### src/rtl/i2s_if.sv
// i2s_if: sample-source and serial-output bundle of the I2S transmitter.
//   master modport : used by the transmitter (drives the I2S lines and FIFO status)
//   slave modport  : used by the sample source (drives enable, write_enable, wdata)
// Signals:
//   enable             request for serial output
//   write_enable/wdata FIFO push strobe and sample (left, right, left, ...)
//   bclk/lrclk/sdata   I2S bit clock, word select and serial data
//   input_ready        FIFO not full
//   fifo_count         FIFO occupancy
//   buffer_full_error  sticky overflow flag
//   buffer_empty_error sticky underrun flag
interface i2s_if #(
    parameter int unsigned I2S_DATA_BIT_WIDTH = 24,
    parameter int unsigned FIFO_DEPTH         = 8
);
    logic                                  enable;
    logic                                  write_enable;
    logic [I2S_DATA_BIT_WIDTH-1:0]         wdata;
    logic                                  bclk;
    logic                                  lrclk;
    logic                                  sdata;
    logic                                  input_ready;
    logic [$clog2(FIFO_DEPTH+1)-1:0]       fifo_count;
    logic                                  buffer_full_error;
    logic                                  buffer_empty_error;

    modport master (
        input  enable, write_enable, wdata,
        output bclk, lrclk, sdata, input_ready, fifo_count,
               buffer_full_error, buffer_empty_error
    );

    modport slave (
        output enable, write_enable, wdata,
        input  bclk, lrclk, sdata, input_ready, fifo_count,
               buffer_full_error, buffer_empty_error
    );
endinterface

### src/rtl/i2s_transmitter.sv
// i2s_transmitter: I2S master transmitter with a sample FIFO.
// Ports:
//   clk  system clock, rising edge
//   rst  synchronous active-low reset
//   bus  i2s_if.master: enable/write_enable/wdata in; bclk/lrclk/sdata,
//        input_ready, fifo_count and sticky error flags out
// Frames are 64 bclk periods: left slot bit_cnt 0..31 (lrclk=0), right slot
// 32..63 (lrclk=1). Each slot carries one W-bit sample MSB first, starting one
// bclk after the lrclk edge, zero padded.
module i2s_transmitter #(
    parameter int unsigned I2S_DATA_BIT_WIDTH = 24,
    parameter int unsigned FIFO_DEPTH         = 8,
    parameter int unsigned BCLK_DIV           = 4
) (
    input  logic clk,
    input  logic rst,
    i2s_if.master bus
);
    localparam int unsigned W  = I2S_DATA_BIT_WIDTH;
    localparam int unsigned AW = $clog2(FIFO_DEPTH);
    localparam int unsigned CW = $clog2(FIFO_DEPTH + 1);
    localparam int unsigned DW = $clog2(BCLK_DIV);

    typedef enum logic {StIdle, StRun} state_e;

    state_e          state_q, state_d;
    logic [DW-1:0]   div_q, div_d;
    logic            bclk_q, bclk_d;
    logic [5:0]      bit_cnt_q, bit_cnt_d;
    logic            lrclk_q, lrclk_d;
    logic            sdata_q, sdata_d;
    logic [W-1:0]    shreg_q, shreg_d;

    logic [W-1:0]    mem [FIFO_DEPTH];
    logic [AW-1:0]   wr_ptr_q, wr_ptr_d;
    logic [AW-1:0]   rd_ptr_q, rd_ptr_d;
    logic [CW-1:0]   count_q, count_d;
    logic            full_err_q, full_err_d;
    logic            empty_err_q, empty_err_d;

    logic            fifo_full, fifo_empty;
    logic [W-1:0]    head;
    logic            slot_fall;   // bclk fall leaving p=0: sample load point
    logic            push, pop;
    logic [W-1:0]    sample;
    logic [4:0]      p_next;

    assign fifo_empty = (count_q == '0);
    assign fifo_full  = (count_q == CW'(FIFO_DEPTH));
    assign head       = mem[rd_ptr_q];

    // FSM, bclk divider, bit counter and shifter.
    always_comb begin
        state_d   = state_q;
        div_d     = div_q;
        bclk_d    = bclk_q;
        bit_cnt_d = bit_cnt_q;
        lrclk_d   = lrclk_q;
        sdata_d   = sdata_q;
        shreg_d   = shreg_q;
        slot_fall = 1'b0;
        sample    = '0;
        p_next    = '0;

        unique case (state_q)
            StIdle: begin
                div_d     = '0;
                bclk_d    = 1'b0;
                bit_cnt_d = '0;
                lrclk_d   = 1'b0;
                sdata_d   = 1'b0;
                if (bus.enable) begin
                    state_d = StRun;
                end
            end
            StRun: begin
                if (div_q == DW'(BCLK_DIV - 1)) begin
                    div_d  = '0;
                    bclk_d = ~bclk_q;
                    if (bclk_q) begin
                        // Falling edge: everything serial moves here.
                        bit_cnt_d = bit_cnt_q + 6'd1;
                        lrclk_d   = bit_cnt_d[5];
                        p_next    = bit_cnt_d[4:0];
                        if (bit_cnt_q[4:0] == 5'd0) begin
                            // Underrun sends a silent slot.
                            slot_fall = 1'b1;
                            sample    = fifo_empty ? '0 : head;
                            sdata_d   = sample[W-1];
                            shreg_d   = {sample[W-2:0], 1'b0};
                        end else begin
                            sdata_d = ((p_next != 5'd0) && (p_next <= 5'(W))) ?
                                      shreg_q[W-1] : 1'b0;
                            shreg_d = {shreg_q[W-2:0], 1'b0};
                        end
                        // Stop only on a frame boundary so L/R pairing survives.
                        if ((bit_cnt_q == 6'd63) && !bus.enable) begin
                            state_d = StIdle;
                        end
                    end
                end else begin
                    div_d = div_q + DW'(1);
                end
            end
            default: state_d = StIdle;
        endcase
    end

    // FIFO bookkeeping and sticky errors.
    always_comb begin
        pop         = slot_fall && !fifo_empty;
        push        = bus.write_enable && (!fifo_full || pop);
        wr_ptr_d    = push ? wr_ptr_q + AW'(1) : wr_ptr_q;
        rd_ptr_d    = pop ? rd_ptr_q + AW'(1) : rd_ptr_q;
        count_d     = count_q;
        if (push && !pop) begin
            count_d = count_q + CW'(1);
        end else if (pop && !push) begin
            count_d = count_q - CW'(1);
        end
        full_err_d  = full_err_q | (bus.write_enable && fifo_full && !pop);
        empty_err_d = empty_err_q | (slot_fall && fifo_empty);
    end

    always_ff @(posedge clk) begin
        if (!rst) begin
            state_q     <= StIdle;
            div_q       <= '0;
            bclk_q      <= 1'b0;
            bit_cnt_q   <= '0;
            lrclk_q     <= 1'b0;
            sdata_q     <= 1'b0;
            shreg_q     <= '0;
            wr_ptr_q    <= '0;
            rd_ptr_q    <= '0;
            count_q     <= '0;
            full_err_q  <= 1'b0;
            empty_err_q <= 1'b0;
        end else begin
            state_q     <= state_d;
            div_q       <= div_d;
            bclk_q      <= bclk_d;
            bit_cnt_q   <= bit_cnt_d;
            lrclk_q     <= lrclk_d;
            sdata_q     <= sdata_d;
            shreg_q     <= shreg_d;
            wr_ptr_q    <= wr_ptr_d;
            rd_ptr_q    <= rd_ptr_d;
            count_q     <= count_d;
            full_err_q  <= full_err_d;
            empty_err_q <= empty_err_d;
        end
    end

    // Storage needs no reset; the pointers define validity.
    always_ff @(posedge clk) begin
        if (push && rst) begin
            mem[wr_ptr_q] <= bus.wdata;
        end
    end

    // Outputs are forced to their reset values while rst is held low.
    assign bus.bclk               = bclk_q & rst;
    assign bus.lrclk              = lrclk_q & rst;
    assign bus.sdata              = sdata_q & rst;
    assign bus.fifo_count         = rst ? count_q : '0;
    assign bus.input_ready        = ~fifo_full | ~rst;
    assign bus.buffer_full_error  = full_err_q & rst;
    assign bus.buffer_empty_error = empty_err_q & rst;
endmodule

### src/flat_wrapper.sv
// flat-port wrapper written by rule: the top's interface ports become plain ports
module i2s_transmitter_flat 
#(
    parameter int unsigned I2S_DATA_BIT_WIDTH = 24,
    parameter int unsigned FIFO_DEPTH         = 8,
    parameter int unsigned BCLK_DIV           = 4
)
  (clk, rst, bus_enable, bus_write_enable, bus_wdata, bus_bclk, bus_lrclk, bus_sdata, bus_input_ready, bus_fifo_count, bus_buffer_full_error, bus_buffer_empty_error);
  i2s_if #(.I2S_DATA_BIT_WIDTH(I2S_DATA_BIT_WIDTH), .FIFO_DEPTH(FIFO_DEPTH)) bus_i ();
  input  logic clk;
  input  logic rst;
  input wire logic [$bits(bus_i.enable)-1:0] bus_enable;
  input wire logic [$bits(bus_i.write_enable)-1:0] bus_write_enable;
  input wire logic [$bits(bus_i.wdata)-1:0] bus_wdata;
  output wire logic [$bits(bus_i.bclk)-1:0] bus_bclk;
  output wire logic [$bits(bus_i.lrclk)-1:0] bus_lrclk;
  output wire logic [$bits(bus_i.sdata)-1:0] bus_sdata;
  output wire logic [$bits(bus_i.input_ready)-1:0] bus_input_ready;
  output wire logic [$bits(bus_i.fifo_count)-1:0] bus_fifo_count;
  output wire logic [$bits(bus_i.buffer_full_error)-1:0] bus_buffer_full_error;
  output wire logic [$bits(bus_i.buffer_empty_error)-1:0] bus_buffer_empty_error;
  assign bus_i.enable = bus_enable;
  assign bus_i.write_enable = bus_write_enable;
  assign bus_i.wdata = bus_wdata;
  assign bus_bclk = bus_i.bclk;
  assign bus_lrclk = bus_i.lrclk;
  assign bus_sdata = bus_i.sdata;
  assign bus_input_ready = bus_i.input_ready;
  assign bus_fifo_count = bus_i.fifo_count;
  assign bus_buffer_full_error = bus_i.buffer_full_error;
  assign bus_buffer_empty_error = bus_i.buffer_empty_error;
  i2s_transmitter #(.I2S_DATA_BIT_WIDTH(I2S_DATA_BIT_WIDTH), .FIFO_DEPTH(FIFO_DEPTH), .BCLK_DIV(BCLK_DIV)) u_core (.clk(clk), .rst(rst), .bus(bus_i));
endmodule
### config.mk
export PLATFORM = sky130hd
export DESIGN_NAME = i2s_transmitter_flat
export DESIGN_NICKNAME = d
export VERILOG_FILES = /design/src/rtl/i2s_if.sv /design/src/rtl/i2s_transmitter.sv /design/src/flat_wrapper.sv
export SDC_FILE = /design/constraint.sdc
export NUM_CORES = 1
export LEC_CHECK = 0
export BUFFER_PORTS_ARGS = -buffer_cell sky130_fd_sc_hd__buf_2
export CAP_MARGIN = 20
export CORE_MARGIN = 2
export CORE_UTILIZATION = 32
export DETAILED_ROUTE_END_ITERATION = 16
export PLACE_DENSITY = 0.46
export REMOVE_ABC_BUFFERS = 1
export SLEW_MARGIN = 15
export SYNTH_ARGS = -nofsm -noshare
export SYNTH_HDL_FRONTEND = slang
export SYNTH_SLANG_ARGS = --single-unit
### constraint.sdc
create_clock -name clk -period 6.3 [get_ports clk]
set_input_delay 0.945 -clock clk [delete_from_list [all_inputs] [get_ports clk]]
set_output_delay 0.945 -clock clk [all_outputs]
set_load 0.1 [all_outputs]
==> impl_metrics.toml <==
[grt]
first_global_vias = 5080
grtUsageMet1 = 0.184
grt_start_max_net_pins = 53
grt_overflow_total = 0
grtUsageMet2 = 0.205
grt_antenna_before_repair = 0
grt.met3_usage = 0.0230
track_usage = 0.131
grt_busiest_layer = "met2"
grt_pass1_wl_mm = 30.6

[worst_setup_path]
critPathTopFamily = "simple AND/OR/NAND/NOR gates"
cp_slowest_cell = "or4b_4"
slowest_delay_ns = 0.64
path_class = "flop to flop"
critPathRequiredTime_ns = 6.72
crit_fanout = 26
cp-start-kind = "flop"
worstPathBufferInverterCount = 3
arrival_ns = 3.89
endpoint_kind = "flop"
crit_chain = "inv_1 > ha_1 > or4b_4 > o211a_4 > nand2b_4 > inv_1 > ha_1 > inv_1 > ha_1 > a21o_1 > a21oi_1 > mux2i_1 > mux2_2"

[power]
p_switching_mw = 0.785
leakagePower_nw = 3.55
seq_power_share = 0.512
p_comb_frac = 0.071
switching_share = 0.225
peakVddDrop_uv = 156
p_int_mw = 2.70
power.density_mw_per_mm2 = 315
p_clk_frac = 0.417

[logic_synthesis]
syn-cell-area_mm2 = 0.00956
synth_commonest_cells = "edfxtp_1 (192), dfxtp_1 (49), mux4_2 (48), nor2_1 (30), o21ai_0 (27)"
synthCells = 552
yosysTopAreaCell = "edfxtp_1"
ys_ff_latch = 241
synth_top_area_share = 0.603
ys_warn_count = 0
synth_area_leaders = "edfxtp_1 (60%), mux4_2 (11%), dfxtp_1 (10%)"
synth_cell_type_count = 44
yosys.cell_count.top_type = "edfxtp_1"
avgSynthCellArea_um2 = 17.3
synth_flop_cell = "edfxtp_1"
async_flop_share = 0
synth-edff-count = 192
seq_area_frac_synth = 0.706

[drt]
drt-total-wl_mm = 20.0
route.detailed.drc = 0
postRouteAntennaNets = 0
initialDrtViolationCount = 332
wire_per_inst_um = 19.8
first_pass_iters = 4
vias = 4984
viasPerCell = 4.95

[cts]
htree_levels = 1
insertion_delay_ns = 0.53
cts_buffer_depth = 3
postCtsSetupRepairBufs = 0
ctsHoldBuffers = 0
cts_root_buffer = "clkbuf_16"
cts_resized = 0
clk_pin_slew_worst_paths_ns = 0.06
cts_made_buffers = 27
cts_tree = "built"
cts.sinks = 241

[timing]
period_share = 0.551
finalCriticalPeriod_ns = 3.47
hold_viol_final = 0
finalSetupViolCount = 0
fin_skew_ns = 0.0163
drv_slew = 0
worstMarginPinSlew_ns = 0.894
fin_tns_setup_ns = 0
relSlewSlack = 0.404
fmax_ghz = 0.288
rsz0062_at_grt = "false"

[layout]
fill_cells = 2736
syn2layout_area_growth_pct = 15.7
fin_cells = 1007
multi_input_area_mm2 = 0.00266
ff_latch_area_mm2 = 0.00675
fin_nets = 633
drive_gt1_frac = 0.278

[outcome]
status = "finished clean"

[floorplanning]
design.core.area_mm2 = 0.0296
die_y_um = 177
die_w_um = 177
dieArea_mm2 = 0.0313
row_count = 63
initial_core_util = 0.323
io_pins = 38

[placed_design]
dp.cells = 954
io_buffer_count = 37
dpl.hpwl_mm = 10.6
routabilityCongestion = 0.711

[run]
cap_violations = 0

[hold_path]
min_path_type = "flop to flop"
## logic make-up after synthesis
group	after synthesis	share of synthesized area
muxes	78	0.147
buffers and inverters	43	0.0202
and+or+nand+nor	105	0.0568
adders and majority gates	10	0.0139
xor gates and xnor gates	9	0.00825
AOI/OAI and AO/OA	66	0.0478
DFF	241	0.706
## power groups by stage
stage / sequential, mW / combinational (mW) / clock (mW)
global placement: 1.82 / 0.245 / 0
finish: 1.78 / 0.248 / 1.45
floorplan: 1.81 / 0.161 / 0
detailed placement: 1.82 / 0.251 / 0
CTS: 1.78 / 0.253 / 1.50
global route: 1.79 / 0.273 / 1.56
## layer usage
metal / vias to the layer above / share of wire
met5: - / 0
met4: 0 / 0.027
met3: 36 / 0.040
met2: 96 / 0.47
met1: 2566 / 0.47
li1: 2286 / -
## area by class of cell
| class | count | share of cell area |
|---|---|---|
| Clock inverter | 15 | 0.00871 |
| Tap cell | 390 | 0.0441 |
| Clock buffer | 35 | 0.0665 |
| Antenna cell | 1 | 0.000226 |
| Sequential cell | 241 | 0.610 |
| Inverter | 8 | 0.00271 |
| Timing Repair Buffer | 49 | 0.0267 |
| Multi-Input combinational cell | 268 | 0.241 |
## metrics by stage
stage	worst slack, ns	cell area, um^2	hold WS, ns	util	power, mW
2_1_floorplan	1.74	9400	0.408	-	1.97
5_1_grt	2.51	11100	0.469	0.374	3.63
3_3_place_gp	2.52	10200	0.413	0.345	2.06
3_5_place_dp	2.31	10200	0.438	0.345	2.07
4_1_cts	2.29	11000	0.444	0.373	3.54
6_report	2.83	11100	0.443	0.374	3.49
## worst register-to-register path, cell delays in order, from the launching register on
cell and delay (ns):
dfxtp_1 0.36, inv_1 0.11, ha_1 0.15, or4b_4 0.64, o211a_4 0.32, nand2b_4 0.22
inv_1 0.08, ha_1 0.15, inv_1 0.09, ha_1 0.30, a21o_1 0.19, a21oi_1 0.17
mux2i_1 0.22, mux2_2 0.34
## path summary, 6_finish.rpt
path	from	end	slack, ns	depth (start not counted)
min reg2reg	u_core.div_q[0]	u_core.div_q[0]	0.44	1
max reg2reg	u_core.bit_cnt_q[0]	u_core.count_q[3]	2.83	13
max	u_core.bit_cnt_q[0]	u_core.count_q[3]	2.83	13
min	u_core.div_q[0]	u_core.div_q[0]	0.44	1
## sequential cells by signal, summed over array words and instances (netlist names), named ones only
name	flops
u_core.shreg_q	23
u_core.div_q	2
u_core.lrclk_q	1
u_core.state_q	1
u_core.sdata_q	1
u_core.full_err_q	1
u_core.wr_ptr_q	3
u_core.empty_err_q	1
u_core.bclk_q	1
u_core.rd_ptr_q	3
u_core.bit_cnt_q	5
u_core.mem	192
u_core.count_q	4
## cell usage in the layout, fill, tap and decap left out, types with 5 or more instances in the layout
master and n:
edfxtp_1 192, mux4_2 48, dfxtp_1 46, buf_2 37, nor2_1 30, o21ai_0 27, clkbuf_16 27, mux2_2 22
a221oi_1 21, and2_1 15, nand2_1 14, buf_4 10, nand3_1 9, ha_1 9, inv_1 8, mux2i_1 8
clkinv_1 8, nor3_1 6, xnor2_1 6, nor3_2 5, a21oi_1 5, clkbuf_1 5
No activity file was read; power rests on OpenSTA's default activity.
